==> src/rtl/output_drain_dma_if.sv <==
// Signal bundle shared by output_drain_dma, the accumulator DMA read port and the
// memory write stream. The drain engine uses the master modport.
interface output_drain_dma_if #(
    parameter int ADDR_W = 10
);
    logic              start;
    logic [31:0]       base_addr;
    logic              acc_ready;
    logic              acc_rd_en;
    logic [ADDR_W-1:0] acc_rd_addr;
    logic [63:0]       acc_rd_data;
    logic              out_valid;
    logic              out_ready;
    logic [63:0]       out_data;
    logic [31:0]       out_addr;
    logic              out_last;
    logic              busy;
    logic              done;
    logic [31:0]       stall_cycles;

    modport master (
        input  start, base_addr, acc_ready, acc_rd_data, out_ready,
        output acc_rd_en, acc_rd_addr, out_valid, out_data, out_addr, out_last,
               busy, done, stall_cycles
    );

    modport slave (
        output start, base_addr, acc_ready, acc_rd_data, out_ready,
        input  acc_rd_en, acc_rd_addr, out_valid, out_data, out_addr, out_last,
               busy, done, stall_cycles
    );
endinterface

==> src/rtl/output_drain_dma.sv <==
// Tile drain engine: reads NUM_WORDS accumulator words, absorbs the read latency in a
// credit-checked skid FIFO and streams address-tagged beats. OUTPUT_DRAIN_PERF_EN adds a stall counter.
module output_drain_dma #(
    parameter int NUM_WORDS  = 32,
    parameter int ADDR_W     = 10,
    parameter int FIFO_DEPTH = 4,
    parameter int RD_LAT     = 2
) (
    input  logic               clk,
    input  logic               rst_n,
    output_drain_dma_if.master bus
);
    localparam logic [1:0] S_IDLE     = 2'd0;
    localparam logic [1:0] S_WAIT_RDY = 2'd1;
    localparam logic [1:0] S_DRAIN    = 2'd2;
    localparam logic [1:0] S_FLUSH    = 2'd3;

    localparam int PTR_W = (FIFO_DEPTH > 1) ? $clog2(FIFO_DEPTH) : 1;
    localparam int CNT_W = $clog2(FIFO_DEPTH + RD_LAT + 1);

    logic [1:0]        r_state;
    logic [31:0]       r_base;
    logic [ADDR_W-1:0] r_rd_idx;
    logic              r_done;
    logic [RD_LAT-1:0] r_pipe_vld;
    logic [ADDR_W-1:0] r_pipe_idx [RD_LAT];
    logic [63:0]       r_mem_data [FIFO_DEPTH];
    logic [ADDR_W-1:0] r_mem_idx  [FIFO_DEPTH];
    logic [PTR_W-1:0]  r_wr_ptr;
    logic [PTR_W-1:0]  r_rd_ptr;
    logic [CNT_W-1:0]  r_count;

    logic              w_start_acc;
    logic              w_issue;
    logic              w_last_issue;
    logic              w_push;
    logic              w_pop;
    logic              w_full;
    logic              w_valid;
    logic              w_head_last;
    logic [ADDR_W-1:0] w_head_idx;
    logic [CNT_W-1:0]  w_inflight;
    logic [CNT_W-1:0]  w_occupancy;

    function automatic logic [PTR_W-1:0] ptr_inc(input logic [PTR_W-1:0] p);
        return (p == PTR_W'(FIFO_DEPTH - 1)) ? '0 : p + 1'b1;
    endfunction

    // Byte address of a word; wraps modulo 2^32 by construction.
    function automatic logic [31:0] byte_addr(input logic [31:0] base, input logic [ADDR_W-1:0] idx);
        return base + 32'({idx, 3'b000});
    endfunction

    function automatic logic [31:0] sat_inc(input logic [31:0] v);
        return (v == 32'hFFFF_FFFF) ? v : v + 32'd1;
    endfunction

    always_comb begin
        w_inflight = '0;
        for (int i = 0; i < RD_LAT; i++) begin
            w_inflight = w_inflight + CNT_W'(r_pipe_vld[i]);
        end
    end

    // Credit rule: a read is only issued if its data is guaranteed a FIFO slot on return.
    assign w_occupancy  = r_count + w_inflight;
    assign w_issue      = (r_state == S_DRAIN) && (w_occupancy < CNT_W'(FIFO_DEPTH));
    assign w_last_issue = w_issue && (r_rd_idx == ADDR_W'(NUM_WORDS - 1));
    assign w_start_acc  = bus.start && (r_state == S_IDLE);
    assign w_push       = r_pipe_vld[RD_LAT-1];
    assign w_full       = (r_count == CNT_W'(FIFO_DEPTH));
    assign w_valid      = (r_count != '0);
    assign w_pop        = w_valid && bus.out_ready;
    assign w_head_idx   = r_mem_idx[r_rd_ptr];
    assign w_head_last  = (w_head_idx == ADDR_W'(NUM_WORDS - 1));

    // Control stage: FSM, read index and done pulse
    always_ff @(posedge clk or negedge rst_n) begin
        if (!rst_n) begin
            r_state  <= S_IDLE;
            r_rd_idx <= '0;
            r_done   <= 1'b0;
        end else begin
            r_done <= 1'b0;
            case (r_state)
                S_IDLE:     if (bus.start) r_state <= S_WAIT_RDY;
                S_WAIT_RDY: if (bus.acc_ready) r_state <= S_DRAIN;
                S_DRAIN:    if (w_last_issue) r_state <= S_FLUSH;
                S_FLUSH: begin
                    if (w_pop && w_head_last) begin
                        r_state <= S_IDLE;
                        r_done  <= 1'b1;
                    end
                end
                default:    r_state <= S_IDLE;
            endcase
            if (w_start_acc) begin
                r_rd_idx <= '0;
            end else if (w_issue) begin
                r_rd_idx <= w_last_issue ? '0 : r_rd_idx + 1'b1;
            end
        end
    end

    always_ff @(posedge clk) begin
        if (w_start_acc) r_base <= bus.base_addr;
    end

    // Read-latency stage: issue tags travel with the accumulator's pipeline
    always_ff @(posedge clk or negedge rst_n) begin
        if (!rst_n) begin
            r_pipe_vld <= '0;
        end else begin
            r_pipe_vld[0] <= w_issue;
            for (int i = 1; i < RD_LAT; i++) r_pipe_vld[i] <= r_pipe_vld[i-1];
        end
    end

    always_ff @(posedge clk) begin
        r_pipe_idx[0] <= r_rd_idx;
        for (int i = 1; i < RD_LAT; i++) r_pipe_idx[i] <= r_pipe_idx[i-1];
    end

    // Skid FIFO stage: pointers and occupancy
    always_ff @(posedge clk or negedge rst_n) begin
        if (!rst_n) begin
            r_wr_ptr <= '0;
            r_rd_ptr <= '0;
            r_count  <= '0;
        end else begin
            if (w_push) r_wr_ptr <= ptr_inc(r_wr_ptr);
            if (w_pop)  r_rd_ptr <= ptr_inc(r_rd_ptr);
            if (w_push && !w_pop) begin
                r_count <= r_count + 1'b1;
            end else if (!w_push && w_pop) begin
                r_count <= r_count - 1'b1;
            end
        end
    end

    always_ff @(posedge clk) begin
        if (w_push) begin
            r_mem_data[r_wr_ptr] <= bus.acc_rd_data;
            r_mem_idx[r_wr_ptr]  <= r_pipe_idx[RD_LAT-1];
        end
    end

    a_no_overflow: assert property (@(posedge clk) disable iff (!rst_n)
        !(w_push && w_full && !w_pop));

    // Payload is forced to zero when no beat is presented so idle outputs read 0.
    assign bus.out_valid   = w_valid;
    assign bus.out_data    = w_valid ? r_mem_data[r_rd_ptr] : 64'd0;
    assign bus.out_addr    = w_valid ? byte_addr(r_base, w_head_idx) : 32'd0;
    assign bus.out_last    = w_valid && w_head_last;
    assign bus.acc_rd_en   = w_issue;
    assign bus.acc_rd_addr = r_rd_idx;
    assign bus.busy        = (r_state != S_IDLE);
    assign bus.done        = r_done;

`ifdef OUTPUT_DRAIN_PERF_EN
    logic [31:0] r_stall_cycles;

    always_ff @(posedge clk or negedge rst_n) begin
        if (!rst_n) begin
            r_stall_cycles <= '0;
        end else if (w_start_acc) begin
            r_stall_cycles <= '0;
        end else if (w_valid && !bus.out_ready) begin
            r_stall_cycles <= sat_inc(r_stall_cycles);
        end
    end

    assign bus.stall_cycles = r_stall_cycles;
`else
    assign bus.stall_cycles = 32'd0;
`endif
endmodule

==> src/flat_wrapper.sv <==
// flat-port wrapper written by rule: the top's interface ports become plain ports
module output_drain_dma_flat 
#(
    parameter int NUM_WORDS  = 32,
    parameter int ADDR_W     = 10,
    parameter int FIFO_DEPTH = 4,
    parameter int RD_LAT     = 2
)
  (clk, rst_n, bus_start, bus_base_addr, bus_acc_ready, bus_acc_rd_data, bus_out_ready, bus_acc_rd_en, bus_acc_rd_addr, bus_out_valid, bus_out_data, bus_out_addr, bus_out_last, bus_busy, bus_done, bus_stall_cycles);
  output_drain_dma_if #(.ADDR_W(ADDR_W)) bus_i ();
  input  logic clk;
  input  logic rst_n;
  input wire logic [$bits(bus_i.start)-1:0] bus_start;
  input wire logic [$bits(bus_i.base_addr)-1:0] bus_base_addr;
  input wire logic [$bits(bus_i.acc_ready)-1:0] bus_acc_ready;
  input wire logic [$bits(bus_i.acc_rd_data)-1:0] bus_acc_rd_data;
  input wire logic [$bits(bus_i.out_ready)-1:0] bus_out_ready;
  output wire logic [$bits(bus_i.acc_rd_en)-1:0] bus_acc_rd_en;
  output wire logic [$bits(bus_i.acc_rd_addr)-1:0] bus_acc_rd_addr;
  output wire logic [$bits(bus_i.out_valid)-1:0] bus_out_valid;
  output wire logic [$bits(bus_i.out_data)-1:0] bus_out_data;
  output wire logic [$bits(bus_i.out_addr)-1:0] bus_out_addr;
  output wire logic [$bits(bus_i.out_last)-1:0] bus_out_last;
  output wire logic [$bits(bus_i.busy)-1:0] bus_busy;
  output wire logic [$bits(bus_i.done)-1:0] bus_done;
  output wire logic [$bits(bus_i.stall_cycles)-1:0] bus_stall_cycles;
  assign bus_i.start = bus_start;
  assign bus_i.base_addr = bus_base_addr;
  assign bus_i.acc_ready = bus_acc_ready;
  assign bus_i.acc_rd_data = bus_acc_rd_data;
  assign bus_i.out_ready = bus_out_ready;
  assign bus_acc_rd_en = bus_i.acc_rd_en;
  assign bus_acc_rd_addr = bus_i.acc_rd_addr;
  assign bus_out_valid = bus_i.out_valid;
  assign bus_out_data = bus_i.out_data;
  assign bus_out_addr = bus_i.out_addr;
  assign bus_out_last = bus_i.out_last;
  assign bus_busy = bus_i.busy;
  assign bus_done = bus_i.done;
  assign bus_stall_cycles = bus_i.stall_cycles;
  output_drain_dma #(.NUM_WORDS(NUM_WORDS), .ADDR_W(ADDR_W), .FIFO_DEPTH(FIFO_DEPTH), .RD_LAT(RD_LAT)) u_core (.clk(clk), .rst_n(rst_n), .bus(bus_i));
endmodule
==> config.mk <==
export PLATFORM = sky130hd
export DESIGN_NAME = output_drain_dma_flat
export DESIGN_NICKNAME = d
export VERILOG_FILES = /design/src/rtl/output_drain_dma_if.sv /design/src/rtl/output_drain_dma.sv /design/src/flat_wrapper.sv
export SDC_FILE = /design/constraint.sdc
export NUM_CORES = 1
export LEC_CHECK = 0
export ABC_AREA = 1
export BUFFER_PORTS_ARGS = -buffer_cell sky130_fd_sc_hd__buf_2
export CAP_MARGIN = 20
export CORE_ASPECT_RATIO = 1.25
export CORE_MARGIN = 2
export CORE_UTILIZATION = 35
export DETAILED_ROUTE_END_ITERATION = 7
export PLACE_DENSITY = 0.55
export RECOVER_POWER = 25
export SYNTH_ARGS = -nofsm -noshare
export SYNTH_HDL_FRONTEND = slang
export SYNTH_SLANG_ARGS = --single-unit
==> constraint.sdc <==
create_clock -name clk -period 3.05 [get_ports clk]
set_clock_uncertainty 0.15 [all_clocks]
set_input_delay 0.1525 -clock clk [delete_from_list [all_inputs] [get_ports clk]]
set_output_delay 0.1525 -clock clk [all_outputs]
set_load 0.005 [all_outputs]
==> flow_summary.json, run 1 <==
{
  "timing.final.crit_period_ns": 3.296,
  "clock_tree.buffer_depth": 3,
  "drt-pass1-iter-count": 5,
  "tightestPinTransition_ns": 0.8683,
  "grt_pass1_vias": 10730,
  "syn_area_per_cell_um2": 11.36,
  "path_max_fanout": 8,
  "synthCells": 1364,
  "worst_r2r_path_depth": 10,
  "critPathTopFamily": "simple AND/OR/NAND/NOR gates",
  "rsz0062_at_grt": "yes",
  "min-delay-start": "bus_acc_ready",
  "syn_area_um2": 15490,
  "root_buffer": "clkbuf_16",
  "die_h_um": 239.2,
  "critPathMaxStageDelay_ns": 0.52,
  "drt_iter0_drc": 548,
  "row_count": 86,
  "synthXorXnorAreaFrac": 0.005652,
  "core_region_area_um2": 43900,
  "finalWorstSetupSlack_ns": -0.2458,
  "max-vdd-ir-drop_v": 0.0004612,
  "vias": 10940,
  "cts_tree": "yes",
  "synth_most_common_cell": "edfxtp_1",
  "final_nets": 1840,
  "hold_path_depth": 6,
  "synth_top_family_by_area": "simple AND/OR/NAND/NOR gates",
  "gr-total-overflow": 0,
  "power_density_nw_per_um2": 943.2,
  "start_kind": "register",
  "fin_tns_setup_ns": -2.834,
  "cp_cell_sequence": "inv_4 -> nand2_2 -> nand3_2 -> nand2_2 -> inv_2 -> ha_4 -> inv_4 -> fa_2 -> o21ai_4 -> nand2_4 -> nand2_4 -> nand2_4 -> nand2_8 -> buf_4 -> o21ai_1 -> a21oi_1 -> buf_2",
  "ant_nets": 0,
  "slew_violations": 0,
  "ys_ff_latch": 370,
  "dpl.hpwl_mm": 23.00,
  "crit_type": "reg2out",
  "grt_max_degree": 75,
  "io_pins": 244,
  "yosys.area.top_type": "edfxtp_1",
  "finalNonFillerCells": 2315,
  "final-setup-viol-count": 22,
  "yosysWarnings": 0,
  "area_growth_pct": 29.73,
  "gp_congestion": 0.8356,
  "grt_usage": 0.1647,
  "hold_path.class": "in2reg",
  "path_buf_inv": 5,
  "synthMuxAreaShare": 0.001373,
  "crit_top_cell": "nand2_4",
  "r2r_setup_slack_ns": 0.66,
  "final_layout_size_suffix_gt1_frac": 0.2158,
  "async_reset_ff_frac": 0.05946,
  "placed_cells": 2121,
  "fin_crit_sh": 1.081,
  "synthDistinctLibCells": 39,
  "dieArea_um2": 45980,
  "yosys.area_share.adder": 0.02196,
  "fmaxAchievable_ghz": 0.3034,
  "crit_required_ns": 2.75,
  "synth_compound_area_frac": 0.08358,
  "cts_max_level": 2,
  "fin_util": 0.4579,
  "port_buffers": 211,
  "cts_sinks": 370,
  "power.leakage_nw": 7.766,
  "endpoint_kind": "primary output",
  "seq_area_frac_synth": 0.6970,
  "ys_top_cells_by_count": "edfxtp_1, nor2_1, o21ai_0",
  "drt-total-wl_mm": 38.58,
  "r2r-end": "u_core.bus.acc_rd_addr[6]$_DFFE_PN0P_",
  "synth_area_leaders": "edfxtp_1, nor2_1, o21ai_0, dfrtp_1, nand2_1",
  "worstPathArrival_ns": 2.99,
  "antenna_found_initial": 2,
  "finalHoldViolCount": 0,
  "violations": "setup timing",
  "cp_slowest_cell": "dfrtp_4",
  "yosys.area_share.simple": 0.1396,
  "numCtsBuffers": 39,
  "dieWidth_um": 192.2,
  "start_util": 0.3529,
  "drc": 0,
  "clkLatencyLatePin_ns": 0.53,
  "yosysTopAreaCellShare": 0.6357,
  "synth_ff_type": "edfxtp_1",
  "wl_per_cell_um": 16.67,
  "reg2reg_from": "u_core.r_pipe_vld[1]$_DFF_PN0_",
  "drv_cap": 0,
  "slew-limit-headroom": 0.4193,
  "clkTransAtPathRegs_ns": 0.06,
  "hold_path_end": "u_core.r_state[0]$_DFFE_PN0P_",
  "vias_per_cell": 4.725,
  "synth_edf_count": 328,
  "hold_ws_ns": 0.02604,
  "grt_pass1_wl_mm": 58.74,
  "status": "finished, violations left"
}
-- logic make-up (layout without fill, tap and decap cells) --
logic type,after synthesis,count (layout)
simple gates,538,539
flops,370,370
compound gates,255,255
buf+inv,162,508
fa+ha+maj,26,26
xor+xnor,10,10
mux,2,2
other cells,1,33
-- worst max-delay path by stage --
stage | from | end | slack, ns | cells past startpoint
floorplan | u_core.r_rd_ptr[0]$_DFFE_PN0P_ | bus_out_addr[29] | 0.25 | 20
global placement | u_core.r_rd_ptr[0]$_DFFE_PN0P_ | bus_out_addr[20] | 0.09 | 14
detailed placement | u_core.r_rd_ptr[0]$_DFFE_PN0P_ | bus_out_addr[20] | 0.06 | 14
CTS | u_core.r_rd_ptr[0]$_DFFE_PN0P_ | bus_out_addr[29] | -0.25 | 19
global route | u_core.r_rd_ptr[0]$_DFFE_PN0P_ | bus_out_addr[29] | -0.38 | 19
finish | u_core.r_rd_ptr[0]$_DFFE_PN0P_ | bus_out_addr[17] | -0.25 | 17
-- placed cells by master (no fill, tap or decap), types with 5 or more instances in the layout --
| cell | netlist | routed |
|---|---|---|
| o21ai_0 | 152 | 148 |
| inv_1 | 68 | 58 |
| buf_12 | 0 | 7 |
| conb_1 | 1 | 32 |
| edfxtp_1 | 328 | 328 |
| buf_6 | 3 | 5 |
| a21oi_1 | 93 | 86 |
| dfxtp_1 | 20 | 20 |
| clkbuf_16 | 0 | 39 |
| buf_4 | 32 | 41 |
| clkinv_2 | 0 | 9 |
| nand2_1 | 146 | 119 |
| clkinv_1 | 0 | 10 |
| clkbuf_1 | 23 | 50 |
| nand3_1 | 48 | 36 |
| nand4_1 | 7 | 7 |
| nor3_1 | 8 | 6 |
| ha_4 | 0 | 9 |
| o21ai_1 | 2 | 5 |
| nand2_2 | 3 | 22 |
| xor2_1 | 7 | 7 |
| inv_2 | 2 | 5 |
| ha_1 | 24 | 15 |
| dfrtp_1 | 22 | 20 |
| nor2_2 | 3 | 9 |
| nor2_1 | 312 | 303 |
| nand3_2 | 0 | 10 |
| dlygate4sd3_1 | 0 | 101 |
| buf_2 | 26 | 166 |
| nand2_4 | 0 | 8 |
-- final cells by class --
cell class              count  area [um2]
flip-flops and latches    370       10810
repair buffers            368        2591
clock inverters            22       181.4
diodes                      1       2.502
inverters                  70       275.3
well taps                 572       715.7
multi-input cells         864        4491
clock buffers              48        1040
fillers                  4061       23800
-- worst min-delay path, cell delays in order --
cell and delay, ns:
buf_2 0.09, o22ai_1 0.10, o21bai_1 0.12, inv_1 0.07, nand3_1 0.08, nand2_1 0.05
-- sequential cells by signal, summed over array words and instances, names as in the netlist, 2 cells and up --
name and flops:
u_core.r_base 32, u_core.r_wr_ptr 2, u_core.r_pipe_idx 20, u_core.r_pipe_vld 2
u_core.r_count 3, u_core.r_mem_idx 40, u_core.r_state 2, u_core.bus.acc_rd_addr 10
u_core.r_rd_ptr 2, u_core.r_mem_data 256
-- layer usage --
layer,up-vias,wire length [um],part of all wire,global-route usage
met2,267,19680,0.51,0.2891
met1,5261,16080,0.42,0.2059
met4,2,1000,0.026,0.05529
met5,-,12,0.00031,0
li1,5341,-,-,-
met3,67,1814,0.047,0.02593
-- metrics by stage --
stage / total power [W] / instance area, um2 / setup slack (ns)
finish: 0.01896 / 20100 / -0.2458
global route: 0.02022 / 20100 / -0.3819
CTS: 0.01866 / 19850 / -0.2517
floorplan: 0.01062 / 15610 / 0.2546
detailed placement: 0.01339 / 17240 / 0.06118
global placement: 0.01334 / 17240 / 0.09217
-- timing repair --
item | in CTS | in global routing
hold buffers | 101 | 0
setup buffers | 7 | 13
hold endpoints to repair | 317 | 0
pin swaps | 14 | 18
resized for setup | 60 | 53
setup endpoints to repair | 25 | 26
gates cloned | 2 | 0
-- power by group --
part	switching, W	internal [W]
sequential	0.000301	0.00625
clock	0.00191	0.00260
combinational	0.00471	0.00318
total	0.00692	0.0120
Power figures use the tool's default switching activity.
==> inputs of run 2 (changes only) <==
--- a/config.mk
+++ b/config.mk
@@ -6,13 +6,13 @@
 export NUM_CORES = 1
 export LEC_CHECK = 0
 export ABC_AREA = 1
-export BUFFER_PORTS_ARGS = -buffer_cell sky130_fd_sc_hd__buf_2
 export CAP_MARGIN = 20
 export CORE_ASPECT_RATIO = 1.25
 export CORE_MARGIN = 2
 export CORE_UTILIZATION = 35
 export DETAILED_ROUTE_END_ITERATION = 7
-export PLACE_DENSITY = 0.55
+export DONT_BUFFER_PORTS = 1
+export PLACE_DENSITY = 0.5
 export RECOVER_POWER = 25
 export SYNTH_ARGS = -nofsm -noshare
 export SYNTH_HDL_FRONTEND = slang
==> constraint.sdc (replaced) <==
create_clock -name clk -period 3.05 [get_ports clk]
set_clock_uncertainty 0.15 [all_clocks]
set_input_delay 0.1525 -clock clk [delete_from_list [all_inputs] [get_ports clk]]
set_output_delay 0.1525 -clock clk [all_outputs]
set_load 0.01 [all_outputs]
==> flow_summary.json, run 2 (synthesized netlist as in run 1, its figures left out) <==
{
  "slew-limit-headroom": 0.4961,
  "wl_per_cell_um": 17.66,
  "fmaxAchievable_ghz": 0.3083,
  "drc": 0,
  "vias": 10160,
  "row_count": 86,
  "dieWidth_um": 192.2,
  "grt_pass1_vias": 9963,
  "placed_cells": 1914,
  "power.leakage_nw": 7.016,
  "top_register": "u_core.r_mem_data",
  "clkTransAtPathRegs_ns": 0.06,
  "grt_usage": 0.1584,
  "antenna_found_initial": 2,
  "numCtsBuffers": 39,
  "final_cell_mix": "edfxtp_1, nor2_1, o21ai_0",
  "port_buffers": 0,
  "cp_slowest_cell": "dfrtp_4",
  "timing.final.crit_period_ns": 3.243,
  "violations": "setup timing",
  "gp_congestion": 0.8123,
  "worstPathArrival_ns": 2.94,
  "io_pins": 244,
  "layout_commonest_cell": "edfxtp_1",
  "rsz0062_at_grt": "yes",
  "critPathMaxStageDelay_ns": 0.54,
  "endpoint_kind": "primary output",
  "power_w": 0.01860,
  "dpl.hpwl_mm": 22.25,
  "num_antenna_cells": 0,
  "final_nets": 1632,
  "cts_tree": "yes",
  "final-setup-viol-count": 21,
  "vias_per_cell": 4.824,
  "tightestPinTransition_ns": 0.7558,
  "finalNonFillerCells": 2106,
  "slew_violations": 0,
  "path_buf_inv": 4,
  "ant_nets": 0,
  "start_kind": "register",
  "fin_crit_sh": 1.063,
  "grt_pass1_wl_mm": 55.98,
  "cts_sinks": 370,
  "area_growth_pct": 23.86,
  "drt-total-wl_mm": 37.20,
  "grt_max_degree": 111,
  "drt_iter0_drc": 570,
  "core_region_area_um2": 43900,
  "drv_cap": 0,
  "gr-total-overflow": 0,
  "power_density_nw_per_um2": 969.2,
  "cts_max_level": 2,
  "cp_cell_sequence": "inv_8 -> nand2_2 -> nand3_2 -> nand2_2 -> inv_2 -> ha_4 -> inv_4 -> fa_2 -> o21ai_4 -> nand2_2 -> nand2_2 -> nand2_4 -> nand2_8 -> nand3_1 -> nor3b_2 -> buf_4",
  "crit_required_ns": 2.75,
  "start_util": 0.3529,
  "drt-pass1-iter-count": 5,
  "root_buffer": "clkbuf_16",
  "largest_register_ffs": 256,
  "top_regs": "u_core.r_mem_data (256), u_core.r_mem_idx (40), u_core.r_base (32)",
  "die_h_um": 239.2,
  "status": "finished, violations left",
  "finalHoldViolCount": 0,
  "crit_type": "reg2out",
  "clkLatencyLatePin_ns": 0.54,
  "critPathTopFamily": "simple AND/OR/NAND/NOR gates",
  "hold_path.class": "in2reg",
  "crit_top_cell": "nand2_2",
  "final_layout_size_suffix_gt1_frac": 0.1428,
  "dieArea_um2": 45980,
  "finalWorstSetupSlack_ns": -0.1933,
  "fill_cells": 4088,
  "clock_tree.buffer_depth": 3,
  "path_max_fanout": 8,
  "max-vdd-ir-drop_v": 0.0006518
}
==> run 2: changes by cell type in the layout (fill, tap and decap cells not counted), sizes merged <==
cell and delta:
buf -163, clkinv -7, diode -1, clkbuf -40
inv +1, bufinv +1
==> run 2: per-layer routing <==
layer	global-route usage	part of all wire	vias to the layer above
met3	0.02916	0.054	57
met5	0	0.00073	-
li1	-	-	4920
met4	0.04511	0.022	4
met1	0.1912	0.41	4906
met2	0.2865	0.51	272
==> run 2: layout make-up <==
cell class,count,area [um2],area share
Clock buffer,53,1091,0.05685
Sequential cell,370,10810,0.5631
Multi-Input combinational cell,864,4469,0.2329
Clock inverter,17,181.4,0.009453
Inverter,70,280.3,0.01460
Tap cell,572,715.7,0.03729
Timing Repair Buffer,160,1647,0.08579
==> run 2: what timing repair did <==
item                                    CTS  global route
resized for setup                        97            26
hold buffers                            103             0
hold endpoints to repair                327             0
cloned                                    2             0
pin swaps                                21            13
buffers inserted                         13             4
endpoints found under the setup margin   28            28
==> run 2: metrics by stage <==
| stage | cell area [um2] | util | hold WS (ns) | setup TNS [ns] | setup WS (ns) |
|---|---|---|---|---|---|
| after detailed placement | 16210 | 0.3693 | -0.2926 | 0 | 0.09635 |
| after global placement | 16210 | 0.3693 | -0.2924 | 0 | 0.1432 |
| final | 19190 | 0.4372 | 0.08581 | -2.256 | -0.1933 |
| after CTS | 19060 | 0.4343 | 0.04791 | -3.132 | -0.2011 |
| after floorplan | 15610 | - | -0.2931 | 0 | 0.1932 |
| after global routing | 19190 | 0.4372 | 0.06876 | -6.022 | -0.3305 |
==> run 2: power breakdown <==
group	total, W	internal [W]	leakage (nW)	switching [W]
sequential	0.00657	0.00625	3.41	0.000313
clock	0.00470	0.00278	0.624	0.00192
combinational	0.00734	0.00254	2.98	0.00480
==> run 2: worst reg2reg max path, cell delays in order (launching register included) <==
cell and delay (ns):
dfrtp_1 0.49, ha_1 0.23, ha_1 0.26, nand3_1 0.11
nand2_1 0.06, nand2_1 0.05, nand3_1 0.12, nand2_1 0.32
nand3_1 0.18, o21ai_0 0.18, nand2_1 0.06, nor2_1 0.10
==> run 2: worst paths after layout <==
path                                            startpoint                                     to  slack, ns  depth (start not counted)
min in group asynchronous                            rst_n              u_core.bus.done$_DFF_PN0_       0.52                          4
max reg2reg                 u_core.r_pipe_vld[1]$_DFF_PN0_  u_core.bus.acc_rd_addr[9]$_DFFE_PN0P_       0.68                         11
min reg2reg                u_core.r_pipe_idx[0][3]$_DFF_P_       u_core.r_pipe_idx[0][13]$_DFF_P_       0.18                          0
max in group asynchronous                            rst_n         u_core.r_rd_ptr[0]$_DFFE_PN0P_       2.05                          4
min                                      bus_base_addr[17]            u_core.r_base[17]$_DFFE_PP_       0.09                          1
max                         u_core.r_rd_ptr[0]$_DFFE_PN0P_                       bus_out_addr[25]      -0.19                         16
==> inputs of run 3 (changes only) <==
--- a/config.mk
+++ b/config.mk
@@ -12,7 +12,7 @@
 export CORE_UTILIZATION = 35
 export DETAILED_ROUTE_END_ITERATION = 7
 export DONT_BUFFER_PORTS = 1
-export PLACE_DENSITY = 0.5
+export PLACE_DENSITY_LB_ADDON = 0.25
 export RECOVER_POWER = 25
 export SYNTH_ARGS = -nofsm -noshare
 export SYNTH_HDL_FRONTEND = slang
==> flow_summary.json, run 3 (synthesized netlist as in run 1, its figures left out) <==
{
  "grt_usage": 0.1583,
  "worstPathArrival_ns": 2.88,
  "worst_r2r_path_depth": 10,
  "fmaxAchievable_ghz": 0.3139,
  "row_count": 86,
  "switching_power_w": 0.007023,
  "rsz0062_at_grt": "yes",
  "seqPwrFrac": 0.358,
  "critPathMaxStageDelay_ns": 0.53,
  "critPathTopFamily": "simple AND/OR/NAND/NOR gates",
  "cp_slowest_cell": "dfrtp_4",
  "slew-limit-headroom": 0.4758,
  "grt_pass1_vias": 9968,
  "fin_crit_sh": 1.045,
  "numCtsBuffers": 39,
  "pre_cts_slack_ns": 0.09130,
  "top_regs": "u_core.r_mem_data (256), u_core.r_mem_idx (40), u_core.r_base (32)",
  "crit_path_start": "u_core.r_rd_ptr[0]$_DFFE_PN0P_",
  "hold_ws_ns": 0.08285,
  "hold_path_depth": 1,
  "core_region_area_um2": 43900,
  "internal_power_w": 0.01130,
  "final_cell_mix": "edfxtp_1, nor2_1, o21ai_0",
  "cp_num_cells": 17,
  "start_util": 0.3529,
  "wl_per_cell_um": 17.70,
  "final_layout_size_suffix_gt1_frac": 0.1530,
  "drv_cap": 0,
  "place_area_um2": 16270,
  "r2r_setup_slack_ns": 0.66,
  "power_density_nw_per_um2": 959.5,
  "gr-total-overflow": 0,
  "max-vdd-ir-drop_v": 0.0004884,
  "grt_pass1_wl_mm": 55.84,
  "final_nets": 1634,
  "endpoint_kind": "primary output",
  "num_antenna_cells": 0,
  "ant_nets": 0,
  "final-setup-viol-count": 19,
  "crit_required_ns": 2.75,
  "drc": 0,
  "dieArea_um2": 45980,
  "drt-total-wl_mm": 37.32,
  "io_pins": 244,
  "p_clk_frac": 0.243,
  "path_max_fanout": 7,
  "fin_tns_setup_ns": -1.501,
  "vias_per_cell": 4.809,
  "status": "finished, violations left",
  "vias": 10140,
  "clkLatencyLatePin_ns": 0.54,
  "swShare": 0.3834,
  "path_buf_inv": 3,
  "dpl.hpwl_mm": 22.85,
  "reg2reg_from": "u_core.r_pipe_vld[1]$_DFF_PN0_",
  "grt_max_degree": 77,
  "drt-pass1-iter-count": 4,
  "r2r-end": "u_core.bus.acc_rd_addr[5]$_DFFE_PN0P_",
  "cts_sinks": 370,
  "finalWorstSetupSlack_ns": -0.1361,
  "critical_path.endpoint": "bus_out_addr[29]",
  "port_buffers": 0,
  "crit_top_cell": "nand2_2",
  "clock_tree.buffer_depth": 3,
  "fin_util": 0.4349,
  "tightestPinTransition_ns": 0.7863,
  "clkTransAtPathRegs_ns": 0.06,
  "hold_path.class": "in2reg",
  "finalHoldViolCount": 0,
  "area_growth_pct": 23.22,
  "die_h_um": 239.2,
  "drt_iter0_drc": 472,
  "power.leakage_nw": 6.988,
  "timing.final.crit_period_ns": 3.186,
  "min-delay-start": "bus_base_addr[19]",
  "largest_register_ffs": 256,
  "top_register": "u_core.r_mem_data",
  "antenna_found_initial": 1,
  "root_buffer": "clkbuf_16",
  "cp_cell_sequence": "inv_6 -> nand2_2 -> nand3_2 -> nand2_2 -> inv_2 -> ha_4 -> inv_4 -> fa_2 -> o21ai_2 -> nand2_2 -> nand2_2 -> nand2_2 -> nand2_4 -> nand2_4 -> nor2_4 -> nor2_2 -> nor2_2",
  "start_kind": "register",
  "layout_commonest_cell": "edfxtp_1",
  "cts_tree": "yes",
  "cts_max_level": 2,
  "violations": "setup timing",
  "crit_type": "reg2out",
  "dieWidth_um": 192.2,
  "fin_area_um2": 19090,
  "gp_congestion": 0.8196,
  "slew_violations": 0,
  "p_comb_frac": 0.398
}
run 3: power groups by stage:
stage / clock network (W) / registers, W / logic [W]
final: 0.00446 / 0.00657 / 0.00729
after global routing: 0.00481 / 0.00662 / 0.00807
after CTS: 0.00459 / 0.00656 / 0.00713
after detailed placement: 0 / 0.00666 / 0.00643
after global placement: 0 / 0.00664 / 0.00640
after floorplan: 0 / 0.00657 / 0.00447
run 3: timing repair:
action	in CTS	in global routing
setup buffers	8	4
endpoints found under the hold margin	325	5
hold buffers	100	1
endpoints found under the setup margin	32	26
resized for setup	76	48
pin swaps	20	27
run 3: metal layers:
metal	share of wire	up-vias	GRT usage
met5	0.00035	-	0
met4	0.021	2	0.04742
met3	0.050	56	0.02886
met2	0.52	243	0.2849
met1	0.41	4908	0.1915
li1	-	4928	-
run 3: layout make-up:
cell class | count | area [um2]
clock inverter | 20 | 151.4
timing repair buffer | 163 | 1610
multi-input combinational | 863 | 4477
tap | 572 | 715.7
fill | 4066 | 24810
sequential | 370 | 10810
clock buffer | 50 | 1059
inverter | 70 | 275.3
run 3: worst register-to-register path: stages (launching register included):
cell and delay, ns:
dfrtp_1 0.49, ha_1 0.24, ha_1 0.27, nand3_1 0.10, nand2_1 0.05, nand2_1 0.05
nand3_1 0.13, nand2_1 0.32, nand2_1 0.14, o21ai_0 0.17, a21boi_0 0.19
run 3: worst min-delay path by stage:
| stage | endpoint | slack [ns] |
|---|---|---|
| final | u_core.r_base[19]$_DFFE_PP_ | 0.08 |
| after global routing | u_core.r_base[18]$_DFFE_PP_ | 0.06 |
| after CTS | u_core.r_base[17]$_DFFE_PP_ | 0.05 |
| after detailed placement | u_core.r_state[1]$_DFFE_PN0P_ | -0.29 |
| after global placement | u_core.r_state[1]$_DFFE_PN0P_ | -0.29 |
| after floorplan | u_core.bus.acc_rd_addr[0]$_DFFE_PN0P_ | -0.29 |
run 3: per-stage QoR:
stage | cells | power [W]
floorplan | 1395 | 0.01104
global placement | 1924 | 0.01304
detailed placement | 1924 | 0.01308
CTS | 2102 | 0.01828
global route | 2108 | 0.01950
finish | 2108 | 0.01832
